<file path="config.mk">
export PLATFORM = sky130hd
export DESIGN_NAME = mixer_mac_flat
export DESIGN_NICKNAME = d
export VERILOG_FILES = /design/src/rtl/mixer_mac_pkg.sv /design/src/rtl/mixer_mac_if.sv /design/src/rtl/mixer_mac_regs.sv /design/src/rtl/mixer_mac.sv /design/src/flat_wrapper.sv
export SDC_FILE = /design/constraint.sdc
export NUM_CORES = 1
export LEC_CHECK = 0
export CAP_MARGIN = 20
export CORE_ASPECT_RATIO = 0.7
export CORE_MARGIN = 10
export CORE_UTILIZATION = 54
export CTS_CLUSTER_DIAMETER = 150
export DETAILED_ROUTE_END_ITERATION = 8
export GPL_TIMING_DRIVEN = 1
export PLACE_DENSITY = 0.92
export SLEW_MARGIN = 20
export SYNTH_ARGS = -nofsm -noshare
export SYNTH_HDL_FRONTEND = slang
export SYNTH_SLANG_ARGS = --single-unit
</file>
<file path="constraint.sdc">
create_clock -name clk -period 7.53 [get_ports clk]
set_input_delay 1.506 -clock clk [delete_from_list [all_inputs] [get_ports clk]]
set_output_delay 1.506 -clock clk [all_outputs]
set_load 0.01 [all_outputs]
</file>
<file path="src/rtl/mixer_mac_pkg.sv">
// mixer_mac_pkg: shared definitions for the mixer_mac peripheral.
//   - register byte offsets and their addr[7:2] word indices
//   - CTRL / STATUS bit positions
//   - frame sequencer state encoding
//   - byte-strobe merge helper for bus writes
package mixer_mac_pkg;

    // Register byte offsets
    localparam logic [7:0] OFF_CTRL      = 8'h00;
    localparam logic [7:0] OFF_STATUS    = 8'h04;
    localparam logic [7:0] OFF_OUT       = 8'h08;
    localparam logic [7:0] OFF_GAIN_BASE = 8'h40;

    // Word indices as seen on addr[7:2]
    localparam logic [5:0] WORD_CTRL      = OFF_CTRL[7:2];
    localparam logic [5:0] WORD_STATUS    = OFF_STATUS[7:2];
    localparam logic [5:0] WORD_OUT       = OFF_OUT[7:2];
    localparam logic [5:0] WORD_GAIN_BASE = OFF_GAIN_BASE[7:2];

    // CTRL bits
    localparam int unsigned CTRL_EN_BIT  = 0;
    localparam int unsigned CTRL_CLR_BIT = 1;

    // STATUS bits
    localparam int unsigned STAT_BUSY_BIT = 0;
    localparam int unsigned STAT_CLIP_BIT = 1;
    localparam int unsigned STAT_OVR_BIT  = 2;

    typedef enum logic [1:0] {
        IDLE = 2'd0,
        ACC  = 2'd1,
        DONE = 2'd2
    } state_e;

    // Replace the bytes of old_val selected by strb with those of new_val.
    function automatic logic [31:0] byte_merge(input logic [31:0] old_val,
                                               input logic [31:0] new_val,
                                               input logic [3:0]  strb);
        logic [31:0] res;
        for (int b = 0; b < 4; b++) begin
            res[b*8 +: 8] = strb[b] ? new_val[b*8 +: 8] : old_val[b*8 +: 8];
        end
        return res;
    endfunction

endpackage

</file>
<file path="src/rtl/mixer_mac_if.sv">
// mixer_mac_if: CPU bus connection for the mixer_mac peripheral.
//   valid  request, already address-qualified
//   ready  one-cycle acknowledge
//   wstrb  byte write strobes (0 = read)
//   addr   byte address, only [7:2] decoded by the slave
//   wdata  write data
//   rdata  read data, valid while ready=1, otherwise 0
interface mixer_mac_if;
    logic        valid;
    logic        ready;
    logic [3:0]  wstrb;
    logic [31:0] addr;
    logic [31:0] wdata;
    logic [31:0] rdata;

    modport master (output valid, wstrb, addr, wdata, input ready, rdata);
    modport slave  (input valid, wstrb, addr, wdata, output ready, rdata);
endinterface

</file>
<file path="src/rtl/mixer_mac_regs.sv">
// mixer_mac_regs: bus slave and register file of the mixer.
//   clk, resetn   clock, asynchronous active-low reset
//   bus           CPU bus slave (ready pulse, byte-strobe writes, readback)
//   busy          frame in progress, shown in STATUS
//   out_val       current mixed sample, shown in OUT
//   clip_set      pulse: set CLIP sticky bit
//   ovr_set       pulse: set OVR sticky bit
//   gain          packed live gain vector, channel i at [i*GAIN_W +: GAIN_W]
//   enable        CTRL.enable
module mixer_mac_regs
    import mixer_mac_pkg::*;
#(
    parameter int unsigned CHANNELS = 5,
    parameter int unsigned GAIN_W   = 8,
    parameter int unsigned OUT_W    = 12
) (
    input  logic                         clk,
    input  logic                         resetn,
    mixer_mac_if.slave                   bus,
    input  logic                         busy,
    input  logic [OUT_W-1:0]             out_val,
    input  logic                         clip_set,
    input  logic                         ovr_set,
    output logic [CHANNELS*GAIN_W-1:0]   gain,
    output logic                         enable
);

    localparam logic [GAIN_W-1:0] GAIN_RST = GAIN_W'(1) << (GAIN_W - 1);

    logic                       ready_q, ready_d;
    logic [31:0]                rdata_q, rdata_d;
    logic                       en_q, en_d;
    logic                       clip_q, clip_d;
    logic                       ovr_q, ovr_d;
    logic [CHANNELS*GAIN_W-1:0] gain_q, gain_d;

    logic        access;
    logic [5:0]  word;
    logic [5:0]  gidx;
    logic        is_gain;
    logic        clr;
    logic [31:0] rd_val;

    // Only addr[7:2] is decoded.
    logic unused_addr_bits;
    assign unused_addr_bits = ^{bus.addr[31:8], bus.addr[1:0]};

    // Address decode; a request is accepted once, when first seen with ready low.
    always_comb begin
        access  = bus.valid && !ready_q;
        word    = bus.addr[7:2];
        gidx    = word - WORD_GAIN_BASE;
        is_gain = (word >= WORD_GAIN_BASE);
    end

    // Read mux; unmapped words and GAIN indices beyond CHANNELS read 0.
    always_comb begin
        rd_val = '0;
        case (word)
            WORD_CTRL: begin
                rd_val[CTRL_EN_BIT] = en_q;
            end
            WORD_STATUS: begin
                rd_val[STAT_BUSY_BIT] = busy;
                rd_val[STAT_CLIP_BIT] = clip_q;
                rd_val[STAT_OVR_BIT]  = ovr_q;
            end
            WORD_OUT: begin
                rd_val = 32'(out_val);
            end
            default: begin
                for (int i = 0; i < CHANNELS; i++) begin
                    if (is_gain && gidx == 6'(i)) begin
                        rd_val = 32'(gain_q[i*GAIN_W +: GAIN_W]);
                    end
                end
            end
        endcase
    end

    // Register updates; a new sticky event beats a simultaneous clear.
    always_comb begin
        ready_d = access;
        rdata_d = access ? rd_val : 32'h0;
        en_d    = en_q;
        gain_d  = gain_q;
        clr     = 1'b0;
        if (access && bus.wstrb != 4'b0000) begin
            if (word == WORD_CTRL && bus.wstrb[0]) begin
                en_d = bus.wdata[CTRL_EN_BIT];
                clr  = bus.wdata[CTRL_CLR_BIT];
            end
            for (int i = 0; i < CHANNELS; i++) begin
                if (is_gain && gidx == 6'(i)) begin
                    gain_d[i*GAIN_W +: GAIN_W] = GAIN_W'(byte_merge(
                        32'(gain_q[i*GAIN_W +: GAIN_W]), bus.wdata, bus.wstrb));
                end
            end
        end
        clip_d = (clip_q && !clr) || clip_set;
        ovr_d  = (ovr_q && !clr) || ovr_set;
    end

    always_ff @(posedge clk or negedge resetn) begin
        if (!resetn) begin
            ready_q <= 1'b0;
            rdata_q <= 32'h0;
            en_q    <= 1'b1;
            clip_q  <= 1'b0;
            ovr_q   <= 1'b0;
            gain_q  <= {CHANNELS{GAIN_RST}};
        end else begin
            ready_q <= ready_d;
            rdata_q <= rdata_d;
            en_q    <= en_d;
            clip_q  <= clip_d;
            ovr_q   <= ovr_d;
            gain_q  <= gain_d;
        end
    end

    assign bus.ready = ready_q;
    assign bus.rdata = rdata_q;
    assign gain      = gain_q;
    assign enable    = en_q;

endmodule

</file>
<file path="src/rtl/mixer_mac.sv">
// mixer_mac: N-channel audio mixer with per-channel gain, one shared multiplier.
//   clk, resetn  clock, asynchronous active-low reset
//   bus          CPU bus slave (CTRL, STATUS, OUT, GAIN[i])
//   sample       one-cycle sample strobe; starts a frame when idle and enabled
//   ch           packed channel samples, channel i at [i*IN_W +: IN_W]
//   out          mixed sample, held between frames
//   out_valid    one-cycle pulse when out updates
// Build option MIXER_MAC_CLIP_EN: when defined the result saturates and sets
// CLIP; otherwise it wraps to OUT_W bits and CLIP stays 0.
module mixer_mac
    import mixer_mac_pkg::*;
#(
    parameter int unsigned CHANNELS = 5,
    parameter int unsigned IN_W     = 8,
    parameter int unsigned GAIN_W   = 8,
    parameter int unsigned OUT_W    = 12
) (
    input  logic                       clk,
    input  logic                       resetn,
    mixer_mac_if.slave                 bus,
    input  logic                       sample,
    input  logic [CHANNELS*IN_W-1:0]   ch,
    output logic [OUT_W-1:0]           out,
    output logic                       out_valid
);

    localparam int unsigned IDX_W  = (CHANNELS > 1) ? $clog2(CHANNELS) : 1;
    localparam int unsigned PROD_W = IN_W + GAIN_W;
    localparam int unsigned ACC_W  = IN_W + GAIN_W + $clog2(CHANNELS);

    state_e state_q, state_d;

    logic [CHANNELS*IN_W-1:0] snap_q, snap_d;
    logic [ACC_W-1:0]         acc_q, acc_d;
    logic [IDX_W-1:0]         idx_q, idx_d;
    logic [OUT_W-1:0]         out_q, out_d;
    logic                     out_valid_q, out_valid_d;

    logic [CHANNELS*GAIN_W-1:0] gain;
    logic                       enable;
    logic                       busy;
    logic                       clip_set;
    logic                       ovr_set;

    logic [IN_W-1:0]   snap_sel;
    logic [GAIN_W-1:0] gain_sel;
    logic [PROD_W-1:0] prod;
    logic [OUT_W-1:0]  res_val;
    logic              res_clip;

    mixer_mac_regs #(
        .CHANNELS (CHANNELS),
        .GAIN_W   (GAIN_W),
        .OUT_W    (OUT_W)
    ) u_regs (
        .clk      (clk),
        .resetn   (resetn),
        .bus      (bus),
        .busy     (busy),
        .out_val  (out_q),
        .clip_set (clip_set),
        .ovr_set  (ovr_set),
        .gain     (gain),
        .enable   (enable)
    );

    assign busy = (state_q != IDLE);

    // Channel select for the shared multiplier; gain is read live.
    always_comb begin
        snap_sel = '0;
        gain_sel = '0;
        for (int i = 0; i < CHANNELS; i++) begin
            if (idx_q == IDX_W'(i)) begin
                snap_sel = snap_q[i*IN_W +: IN_W];
                gain_sel = gain[i*GAIN_W +: GAIN_W];
            end
        end
        prod = PROD_W'(snap_sel) * PROD_W'(gain_sel);
    end

    // Scale back by unity gain and fit the result into OUT_W bits.
`ifdef MIXER_MAC_CLIP_EN
    localparam int unsigned WIDE_W = ((ACC_W > OUT_W) ? ACC_W : OUT_W) + 1;
    logic [WIDE_W-1:0] shifted;
    always_comb begin
        shifted  = WIDE_W'(acc_q) >> (GAIN_W - 1);
        res_clip = (shifted > WIDE_W'({OUT_W{1'b1}}));
        res_val  = res_clip ? {OUT_W{1'b1}} : shifted[OUT_W-1:0];
    end
`else
    always_comb begin
        res_val  = OUT_W'(acc_q >> (GAIN_W - 1));
        res_clip = 1'b0;
    end
`endif

    // State register
    always_ff @(posedge clk or negedge resetn) begin
        if (!resetn) begin
            state_q <= IDLE;
        end else begin
            state_q <= state_d;
        end
    end

    // Next-state logic
    always_comb begin
        state_d = state_q;
        case (state_q)
            IDLE:    if (sample && enable) state_d = ACC;
            ACC:     if (idx_q == IDX_W'(CHANNELS - 1)) state_d = DONE;
            DONE:    state_d = IDLE;
            default: state_d = IDLE;
        endcase
    end

    // Datapath and output logic
    always_comb begin
        snap_d      = snap_q;
        acc_d       = acc_q;
        idx_d       = idx_q;
        out_d       = out_q;
        out_valid_d = 1'b0;
        clip_set    = 1'b0;
        ovr_set     = 1'b0;
        case (state_q)
            IDLE: begin
                if (sample && enable) begin
                    snap_d = ch;
                    acc_d  = '0;
                    idx_d  = '0;
                end
            end
            ACC: begin
                acc_d = acc_q + ACC_W'(prod);
                idx_d = idx_q + IDX_W'(1);
            end
            DONE: begin
                out_d       = res_val;
                out_valid_d = 1'b1;
                clip_set    = res_clip;
            end
            default: ;
        endcase
        // A strobe that arrives while a frame is in flight is dropped.
        if (sample && enable && state_q != IDLE) begin
            ovr_set = 1'b1;
        end
    end

    always_ff @(posedge clk or negedge resetn) begin
        if (!resetn) begin
            snap_q      <= '0;
            acc_q       <= '0;
            idx_q       <= '0;
            out_q       <= '0;
            out_valid_q <= 1'b0;
        end else begin
            snap_q      <= snap_d;
            acc_q       <= acc_d;
            idx_q       <= idx_d;
            out_q       <= out_d;
            out_valid_q <= out_valid_d;
        end
    end

    assign out       = out_q;
    assign out_valid = out_valid_q;

endmodule

</file>
<file path="src/flat_wrapper.sv">
// flat-port wrapper written by rule: the top's interface ports become plain ports
module mixer_mac_flat import mixer_mac_pkg::*;
#(
    parameter int unsigned CHANNELS = 5,
    parameter int unsigned IN_W     = 8,
    parameter int unsigned GAIN_W   = 8,
    parameter int unsigned OUT_W    = 12
)
  (clk, resetn, sample, ch, out, out_valid, bus_valid, bus_wstrb, bus_addr, bus_wdata, bus_ready, bus_rdata);
  mixer_mac_if bus_i ();
  input  logic clk;
  input  logic resetn;
  input  logic sample;
  input  logic [CHANNELS*IN_W-1:0] ch;
  output logic [OUT_W-1:0] out;
  output logic out_valid;
  input wire logic [$bits(bus_i.valid)-1:0] bus_valid;
  input wire logic [$bits(bus_i.wstrb)-1:0] bus_wstrb;
  input wire logic [$bits(bus_i.addr)-1:0] bus_addr;
  input wire logic [$bits(bus_i.wdata)-1:0] bus_wdata;
  output wire logic [$bits(bus_i.ready)-1:0] bus_ready;
  output wire logic [$bits(bus_i.rdata)-1:0] bus_rdata;
  assign bus_i.valid = bus_valid;
  assign bus_i.wstrb = bus_wstrb;
  assign bus_i.addr = bus_addr;
  assign bus_i.wdata = bus_wdata;
  assign bus_ready = bus_i.ready;
  assign bus_rdata = bus_i.rdata;
  mixer_mac #(.CHANNELS(CHANNELS), .IN_W(IN_W), .GAIN_W(GAIN_W), .OUT_W(OUT_W)) u_core (.clk(clk), .resetn(resetn), .bus(bus_i), .sample(sample), .ch(ch), .out(out), .out_valid(out_valid));
endmodule
</file>
* Word level (Yosys, flattened, before mapping)
Cells that the tools add are included.
Cells by class: add/sub/neg operators 3, multiply operators 1, magnitude comparators 1, equal/unequal tests 14, muxes and demuxes 30, reduce and logical (&&, ||, !) cells 32
Operator list (count):
- 32-bit 2-to-1 mux | 5
- 8-bit 2-to-1 mux | 11
- 29-bit case mux with 2 select lines | 1
- 19-bit case mux with 2 select lines | 1
- 19-bit by 16-bit adder with 19-bit output | 1
- 19-bit 2-to-1 mux | 1
- 6-bit by 2-bit equality test with 1-bit output (second input constant) | 3
- 8-bit by 8-bit multiplier with 16-bit output | 1
- 3-bit AND reduction | 5
- 6-bit by 1-bit equality test with 1-bit output (second input constant) | 2
- 1-bit logical AND | 12
- 6-bit zero test | 2
- 2-bit AND reduction | 4
- 3-bit by 2-bit equality test with 1-bit output (second input constant) | 2
- 6-bit by 3-bit equality test with 1-bit output (second input constant) | 1
- 6-bit by 5-bit greater-or-equal comparator with 1-bit output (second input constant) | 1
- 2-bit case mux with 3 select lines | 1
- 3-bit case mux with 2 select lines | 1
- 6-bit by 5-bit subtractor with 6-bit output (second input constant) | 1
- 1-bit 2-to-1 mux | 4
- 2-bit 2-to-1 mux | 2
- 2-bit by 1-bit inequality test with 1-bit output (second input constant) | 2
- 2-bit case mux with 2 select lines | 1
- 2-bit nonzero test | 2
- other kinds (13) | 14
Storage, ports and cells: register bits 153, output and inout bits 46, logic and storage cells 97

* Longest topological paths before layout
Gate-level depths: netlist of run 1.
word-level depth 10, depth in mapped cells 27, gate-level depth less buffers 23

* Hierarchy
Synthesis of run 1 repeated with hierarchy kept, for this count alone.
Second synthesis, totals: cells, all modules 956, area, all modules 9161.3 um^2
By module, submodules not included:
- mixer_mac | instances 1, cells each 761, area each 6451.2 um^2, sequential area each 1926.8 um^2
- mixer_mac_regs | instances 1, cells each 195, area each 2710.1 um^2, sequential area each 1408.9 um^2

* Least setup slack after synthesis of run 1
OpenSTA, ideal clock, no wires.
path type register to register, start point register u_core.idx_q[0], end point register u_core.acc_q[11], setup time 0.146 ns, arrival time 5.537 ns, required time 7.384 ns, slack 1.847 ns, stages on the path, launching flop included 25, buffers on the path 4, period minus slack after synthesis 5.683 ns, cells stage by stage dfrtp_1 -> inv_1 -> ha_1 -> buf_4 -> and2_4 -> buf_6 -> nor2b_1 -> buf_6 -> buf_6 -> a222oi_1 -> or2_1 -> fa_1 -> fa_1 -> inv_1 -> fa_1 -> inv_1 -> fa_1 -> inv_1 -> ha_1 -> a21o_1 -> a21oi_1 -> a21boi_0 -> o21ai_0 -> mux2i_1 -> o311ai_0
On the way: cells in the longest elaborated chain, start to end 9
Ends and longest elaborated chain:
- from (decl) | RTL line mixer_mac.sv:35 | logic [IDX_W-1:0] idx_q, idx_d;
- from (signal assigned) | RTL line mixer_mac.sv:162 | idx_q <= idx_d;
- 3-bit zero test | RTL line mixer_mac.sv:74 | if (idx_q == IDX_W'(i)) begin
- 8-bit 2-to-1 mux (5 in a row) | RTL line mixer_mac.sv:74
- 8-bit by 8-bit multiplier with 16-bit output * | RTL line mixer_mac.sv:79 | prod = PROD_W'(snap_sel) * PROD_W'(gain_sel);
- 19-bit by 16-bit adder with 19-bit output * | RTL line mixer_mac.sv:136 | acc_d = acc_q + ACC_W'(prod);
- 19-bit case mux with 2 select lines * | RTL line mixer_mac.sv:127 | case (state_q)
- to (signal assigned) | RTL line mixer_mac.sv:155 | acc_q <= '0;
- to (signal assigned) | RTL line mixer_mac.sv:161 | acc_q <= acc_d;
- to (decl) | RTL line mixer_mac.sv:34 | logic [ACC_W-1:0] acc_q, acc_d;
Every way passes the cells marked *; elsewhere a longest branch is shown, timed or not. A chain may end at the register's enable or synchronous reset.

* Worst setup path in the final report of run 1
start point register u_core.idx_q[0], end point register u_core.acc_q[17]
The elaborated chain is that of the path after synthesis.

==> parameters.txt, run 1 <==
Parameter                              Value

Power and ir drop
  Logic pwr share ... 36.2%
  Total chip power ... 3.042 mW
  Net switching power of the design ... 1.152 mW
  Proportion of power drawn by flip-flops and latches ... 33.9%
  Clock network fraction of total power ... 30.0%
  Switching Share ... 37.87%
  Pint ... 1.890 mW
  Maximum resistive drop on vdd ... 0.0001840 V
  Cell area power density ... 288.0 mW/mm^2
  Cell leakage power ... 5.062 nW

Synth
  Number of enable flip-flop cells after synthesis ... 0
  Netlist area before placement ... 0.008889 sq mm
  Flop and latch count out of synthesis ... 133
  Number of standard cells after synthesis ... 944
  Proportion of synthesized flip-flops having asynchronous set or reset ... 100.0%
  Register area share after synthesis ... 37.53%
  Number of warnings issued by yosys ... 0
  Per-instance average area after synthesis ... 9.416 sq um
  Most used flip-flop cell after synthesis ... dfrtp_1
  Count of different cell masters after synthesis ... 57

Setup path
  Worst Path Class, Setup ... flip-flop to flip-flop
  Element type at the critical path start ... flip-flop
  Number of cells on the worst reg-to-reg path ... 22
  Crit Path Max Fanout ... 19
  Endpoint kind of the worst setup timing path ... flip-flop
  Data required time at the worst endpoint ... 7.81 ns
  Data arrival, critical path ... 7.19 ns

Die
  Vertical extent of the die ... 127.3 microns
  Starting utilization of the core area ... 54.70%
  X dimension of the die ... 173.3 microns
  Std-Cell Rows ... 39
  Full die area ... 0.02207 sq mm
  # IOs ... 158
  Core Region ... 0.01625 sq mm

Clock network
  CTS clk-pin slew, worst paths ... 0.06 ns
  Root Buffer Master ... clkbuf_16
  H-tree depth ... 4
  CTS tree ... built
  Number of buffers on the longest clock path ... 2
  Number of hold buffers added after CTS ... 0
  Post_cts resized ... 0
  Count of clock tree sinks ... 133
  Clock insertion delay at the later pin of the skew report ... 0.42 ns
  Number of clock buffers inserted by TritonCTS ... 17
  Setup Buffers After CTS ... 0

Layout
  Layout Area Growth over Synthesis ... 18.83%
  Top library cells by usage in the layout, fill and taps aside ... 187 x nand2_1, 127 x dfrtp_1, 106 x inv_1
  Count of filler cells inserted in the layout ... 1222
  Net total in the final layout ... 1236
  Final antenna diode count ... 0
  Core Util, Final ... 65.00%
  Leading cell type in the layout, fill and taps excluded ... nand2_1
  Sequential Area ... 0.003336 sq mm
  Footprint of the multi-input gates ... 0.004887 sq mm
  Ratio of cells with drive above 1 in the final layout ... 13.06%

Place
  Setup slack at placement ... 0.7764 ns
  Buffers added on ports ... 84
  Final weighted congestion in routability-driven placement ... 0.9314
  Detailed-placement wirelength estimate ... 16700 microns

Route
  Via Count ... 7221
  Total iterations of the first detailed-routing run ... 6
  Post-detailed-route via-to-cell ratio ... 5.704
  Final routed DRC violation total ... 0
  Final wirelength ... 23320 microns
  Number of antenna-violating nets in the routed design ... 0
  Initial detailed-routing violation count ... 859
  Routed wire per std cell ... 18.42 microns

Timing
  Final WS setup ... 0.6276 ns
  Hold WS ... 0.4767 ns
  Final cycle utilization of the critical path ... 91.67%
  Worst clock skew on the final layout ... 0.009201 ns
  Transition at the pin with the smallest max-transition slack ... 1.080 ns
  Final number of hold-violating endpoints ... 0
  Unrepaired setup endpoints after global routing ... no
  Sum of negative setup slack ... 0 ns
  Total setup violations reported at the end of the flow ... 0
  Pins over their slew limit ... 0
  Final Critical Period ... 6.902 ns
  Slew headroom ... 28.03%
  Upper clock frequency limit ... 144.9 MHz

GRT
  Antenna violations before repair ... 0
  Wire length of the first global-routing pass ... 37850 microns
  Maximum number of pins on one net before global-route repair ... 74
  Overall fraction of global-route tracks in use ... 20.86%
  Leftover overflow at the end of global routing ... 0
  Vias in the first global route ... 7423

Hold path
  Hold crit path type ... flip-flop to flip-flop
  Cells on Worst Hold Path ... 2

Outcome
  Run status ... complete, no violations

Run
  Max-cap check violation count ... 0
-- metal layers --
metal	part of all wire [%]	track usage [%]
met1	41	27.17
met2	47	33.05
met3	10	6.592
met4	1.7	5.814
met5	0	0
-- metrics by stage --
| step | instances | cell area (sq um) |
|---|---|---|
| after global placement | 1233 | 9897 |
| after CTS | 1265 | 10540 |
| after floorplan | 963 | 8960 |
| final | 1266 | 10560 |
| after detailed placement | 1233 | 9897 |
| after global routing | 1266 | 10560 |
-- layout make-up --
cell class	instances	share of cell area, %
inverters	107	3.802
clock buffers	17	4.027
multi-input cells	663	46.27
clock inverters	15	2.037
repair buffers	106	9.619
well taps	225	2.665
flip-flops and latches	133	31.58
-- worst max-delay path: stages (launching register included) --
cell and delay [ns]:
dfrtp_1 0.42, inv_1 0.09, ha_1 0.46, and2_4 0.37
nor2b_1 0.54, buf_4 0.30, a222oi_1 0.09, buf_4 0.19
or2_2 0.31, fa_1 0.53, fa_1 0.56, inv_1 0.06
fa_1 0.56, inv_1 0.08, fa_1 0.54, inv_1 0.04
ha_1 0.36, a21o_1 0.21, a21oi_1 0.23, a21oi_1 0.17
o31ai_1 0.39, xor2_1 0.19, o21ai_0 0.09
-- sequential cells by signal, indices dropped and copies added (netlist names) --
signal	cells
u_core.state_q	2
u_core.u_regs.bus.ready	1
u_core.u_regs.clip_q	1
u_core.u_regs.gain	40
u_core.snap_q	40
u_core.idx_q	3
u_core.out	12
u_core.u_regs.bus.rdata	12
u_core.acc_q	19
u_core.u_regs.ovr_q	1
u_core.out_valid	1
u_core.u_regs.enable	1
-- power groups by stage --
stage	Combinational [mW]	Clock, mW	Sequential, mW
final	1.10	0.911	1.03
after global routing	1.22	0.948	1.05
after CTS	1.08	0.916	1.02
after detailed placement	1.06	0	1.03
after global placement	1.01	0	1.02
after floorplan	0.688	0	0.999
-- Yosys cell counts (13+ instances only) --
library cell	instances	area (sq um)
nand2_1	187	701.9
dfrtp_1	127	3178
inv_1	106	397.9
nor2_1	59	221.5
fa_1	50	1001
ha_1	46	575.6
mux2_2	45	506.7
o21ai_0	45	225.2
a21oi_1	42	210.2
buf_4	23	172.7
clkbuf_1	23	86.33
nand2b_1	16	100.1
nand3_1	14	70.07
a222oi_1	13	130.1
-- cells by family after synthesis --
kind of cell / synth area share, %
flops: 37.53
fa+ha+maj: 17.74
buf+inv: 8.460
xor+xnor: 0.8868
compound gates: 10.46
mux: 8.207
simple gates: 16.68
other cells: 0.04219
-- final timing paths --
check | startpoint | end | slack (ns)
worst max-delay path | u_core.idx_q[0] | u_core.acc_q[17] | 0.63
worst min-delay path | u_core.snap_q[14] | u_core.snap_q[14] | 0.48
worst max register to register | u_core.idx_q[0] | u_core.acc_q[17] | 0.63
worst min register to register | u_core.snap_q[14] | u_core.snap_q[14] | 0.48
max in group asynchronous | resetn | u_core.state_q[1] | 4.97
min in group asynchronous | resetn | u_core.u_regs.bus.rdata[10] | 1.23
No activity file was read; power rests on OpenSTA's default activity.
==> inputs of run 2 (changes only) <==
--- a/config.mk
+++ b/config.mk
@@ -8,12 +8,15 @@
 export CAP_MARGIN = 20
 export CORE_ASPECT_RATIO = 0.7
 export CORE_MARGIN = 10
-export CORE_UTILIZATION = 54
+export CORE_UTILIZATION = 62
 export CTS_CLUSTER_DIAMETER = 150
 export DETAILED_ROUTE_END_ITERATION = 8
+export DONT_BUFFER_PORTS = 1
 export GPL_TIMING_DRIVEN = 1
-export PLACE_DENSITY = 0.92
+export PLACE_DENSITY = 0.88
+export SKIP_CTS_REPAIR_TIMING = 1
 export SLEW_MARGIN = 20
 export SYNTH_ARGS = -nofsm -noshare
 export SYNTH_HDL_FRONTEND = slang
 export SYNTH_SLANG_ARGS = --single-unit
+export TNS_END_PERCENT = 20
==> run 2 against run 1 <==
  * Clock power fell by 8.2%
  * Worst setup slack better by 0.38 ns
  * Worst hold slack gained 0.00092 ns
  * Critical path depth grew 1
  * Die area down 11%
  * Sequential share of layout area increased by 3.0 points
  * Clock skew grew 0.0022 ns
  * Utilization rose by 4.0 points
  * Critical endpoint is now u_core.acc_q[11]
  * Highest routed layer unchanged
==> parameters.txt, run 2 (synthesis results as in run 1) <==
Parameter                              Value

Outcome
  Run status ... complete, no violations

Setup path
  Data arrival, critical path ... 6.81 ns
  Number of cells on the worst reg-to-reg path ... 23
  Reg-to-Reg Start ... u_core.idx_q[0]
  Data required time at the worst endpoint ... 7.82 ns
  Crit Path Max Fanout ... 19
  End of the worst register-to-register path ... u_core.acc_q[11]
  Element type at the critical path start ... flip-flop
  Start point of the critical path ... u_core.idx_q[0]
  Endpoint kind of the worst setup timing path ... flip-flop
  Endpoint of the most critical setup path ... u_core.acc_q[11]
  Setup slack on the worst flop-to-flop path ... 1.01 ns
  Worst Path Class, Setup ... flip-flop to flip-flop

Timing
  Worst clock skew on the final layout ... 0.01137 ns
  Total setup violations reported at the end of the flow ... 0
  Slew headroom ... 27.63%
  Sum of negative setup slack ... 0 ns
  Final cycle utilization of the critical path ... 86.57%
  Hold WS ... 0.4776 ns
  Transition at the pin with the smallest max-transition slack ... 1.086 ns
  Unrepaired setup endpoints after global routing ... no
  Final number of hold-violating endpoints ... 0
  Upper clock frequency limit ... 153.4 MHz
  Final Critical Period ... 6.519 ns
  Pins over their slew limit ... 0

Clock network
  Count of clock tree sinks ... 133
  Number of clock buffers inserted by TritonCTS ... 17
  CTS tree ... built
  Number of buffers on the longest clock path ... 2
  CTS clk-pin slew, worst paths ... 0.06 ns
  Clock insertion delay at the later pin of the skew report ... 0.44 ns
  Root Buffer Master ... clkbuf_16
  H-tree depth ... 4

Route
  Post-detailed-route via-to-cell ratio ... 6.070
  Final wirelength ... 23500 microns
  Initial detailed-routing violation count ... 904
  Via Count ... 6968
  Final routed DRC violation total ... 0
  Number of antenna-violating nets in the routed design ... 0
  Routed wire per std cell ... 20.47 microns
  Total iterations of the first detailed-routing run ... 6

Place
  Buffers added on ports ... 0
  Detailed-placement wirelength estimate ... 16450 microns
  Placement Cell Area ... 0.009050 sq mm
  Number of placed instances, taps included ... 1116
  Final weighted congestion in routability-driven placement ... 0.9558

Layout
  Layout Area Growth over Synthesis ... 8.446%
  Leading cell type in the layout, fill and taps excluded ... nand2_1
  Post-layout instance area ... 0.009639 sq mm
  Ratio of cells with drive above 1 in the final layout ... 14.20%
  Top library cells by usage in the layout, fill and taps aside ... 187 x nand2_1, 127 x dfrtp_1, 106 x inv_1
  Final antenna diode count ... 0
  Final Instance Count excl. Fillers ... 1148
  Net total in the final layout ... 1153
  Count of filler cells inserted in the layout ... 999

Power and ir drop
  Cell area power density ... 299.0 mW/mm^2
  Cell leakage power ... 4.719 nW
  Maximum resistive drop on vdd ... 0.0001991 V

Die
  Core Region ... 0.01396 sq mm
  Full die area ... 0.01960 sq mm
  # IOs ... 158
  Starting utilization of the core area ... 63.66%
  X dimension of the die ... 163.1 microns
  Vertical extent of the die ... 120.2 microns
  Std-Cell Rows ... 36

GRT
  Vias in the first global route ... 7007
  Overall fraction of global-route tracks in use ... 24.55%
  Maximum number of pins on one net before global-route repair ... 134
  Leftover overflow at the end of global routing ... 0
  Wire length of the first global-routing pass ... 38070 microns
  Antenna violations before repair ... 0

Hold path
  Hold crit path type ... flip-flop to flip-flop

Run
  Max-cap check violation count ... 0
[run 2: changes by cell type in the layout (fill, tap and decap cells not counted), sizes merged]
cell	change
clkdlybuf4s50	-83
inv	+5
clkinv	-2
bufinv	-3
[run 2: power breakdown]
part	total [mW]	switching, mW	internal [mW]
clock	0.836	0.366	0.470
sequential	1.05	0.154	0.892
combinational	1.00	0.634	0.366
total	2.88	1.15	1.73
[run 2: final cells by class]
cell class                      count  area [sq um]  share of cell area [%]
Timing Repair Buffer               23         192.7                   1.999
Clock inverter                     15         158.9                   1.648
Tap cell                          190         237.7                   2.466
Multi-Input combinational cell    663          4887                   50.70
Clock buffer                       17         425.4                   4.413
Sequential cell                   133          3336                   34.61
Inverter                          107         401.6                   4.167
[run 2: worst max-delay path: stages (launching register included)]
cell and delay (ns):
dfrtp_1 0.42, inv_1 0.10, ha_1 0.22, and2_4 0.25
nor2b_1 0.58, buf_4 0.30, a22oi_1 0.07, o21ai_1 0.44
nand2b_1 0.19, fa_1 0.55, inv_1 0.06, ha_1 0.31
ha_1 0.33, inv_1 0.08, fa_1 0.56, inv_1 0.05
ha_1 0.25, fa_1 0.46, a21o_1 0.24, nand4_1 0.14
a21boi_0 0.17, o21ai_0 0.26, mux2i_1 0.21, o311ai_0 0.13
[run 2: routing by layer]
layer	global-route usage, %	up-vias	wire [microns]
li1	-	3097	-
met1	33.10	3375	9231
met2	35.92	446	10350
met3	10.03	50	3451
met4	6.685	0	473
met5	0	-	0
[run 2: stage by stage]
stage,util (%),worst slack [ns],power [mW]
2_1_floorplan,-,1.847,1.687
3_3_place_gp,64.61,0.9446,1.950
3_5_place_dp,64.81,0.7785,2.002
4_1_cts,69.00,0.6259,2.858
5_1_grt,69.03,0.6939,3.062
6_report,69.03,1.011,2.882
[run 2: how the worst min path moves through the flow]
| stage | start | end | slack [ns] | depth (start not counted) |
|---|---|---|---|---|
| after global routing | u_core.snap_q[26] | u_core.snap_q[26] | 0.50 | 2 |
| after global placement | u_core.snap_q[8] | u_core.snap_q[8] | 0.46 | 2 |
| final | u_core.snap_q[8] | u_core.snap_q[8] | 0.48 | 2 |
| after floorplan | u_core.snap_q[32] | u_core.snap_q[32] | 0.44 | 2 |
| after detailed placement | u_core.snap_q[8] | u_core.snap_q[8] | 0.46 | 2 |
| after CTS | u_core.snap_q[8] | u_core.snap_q[8] | 0.48 | 2 |
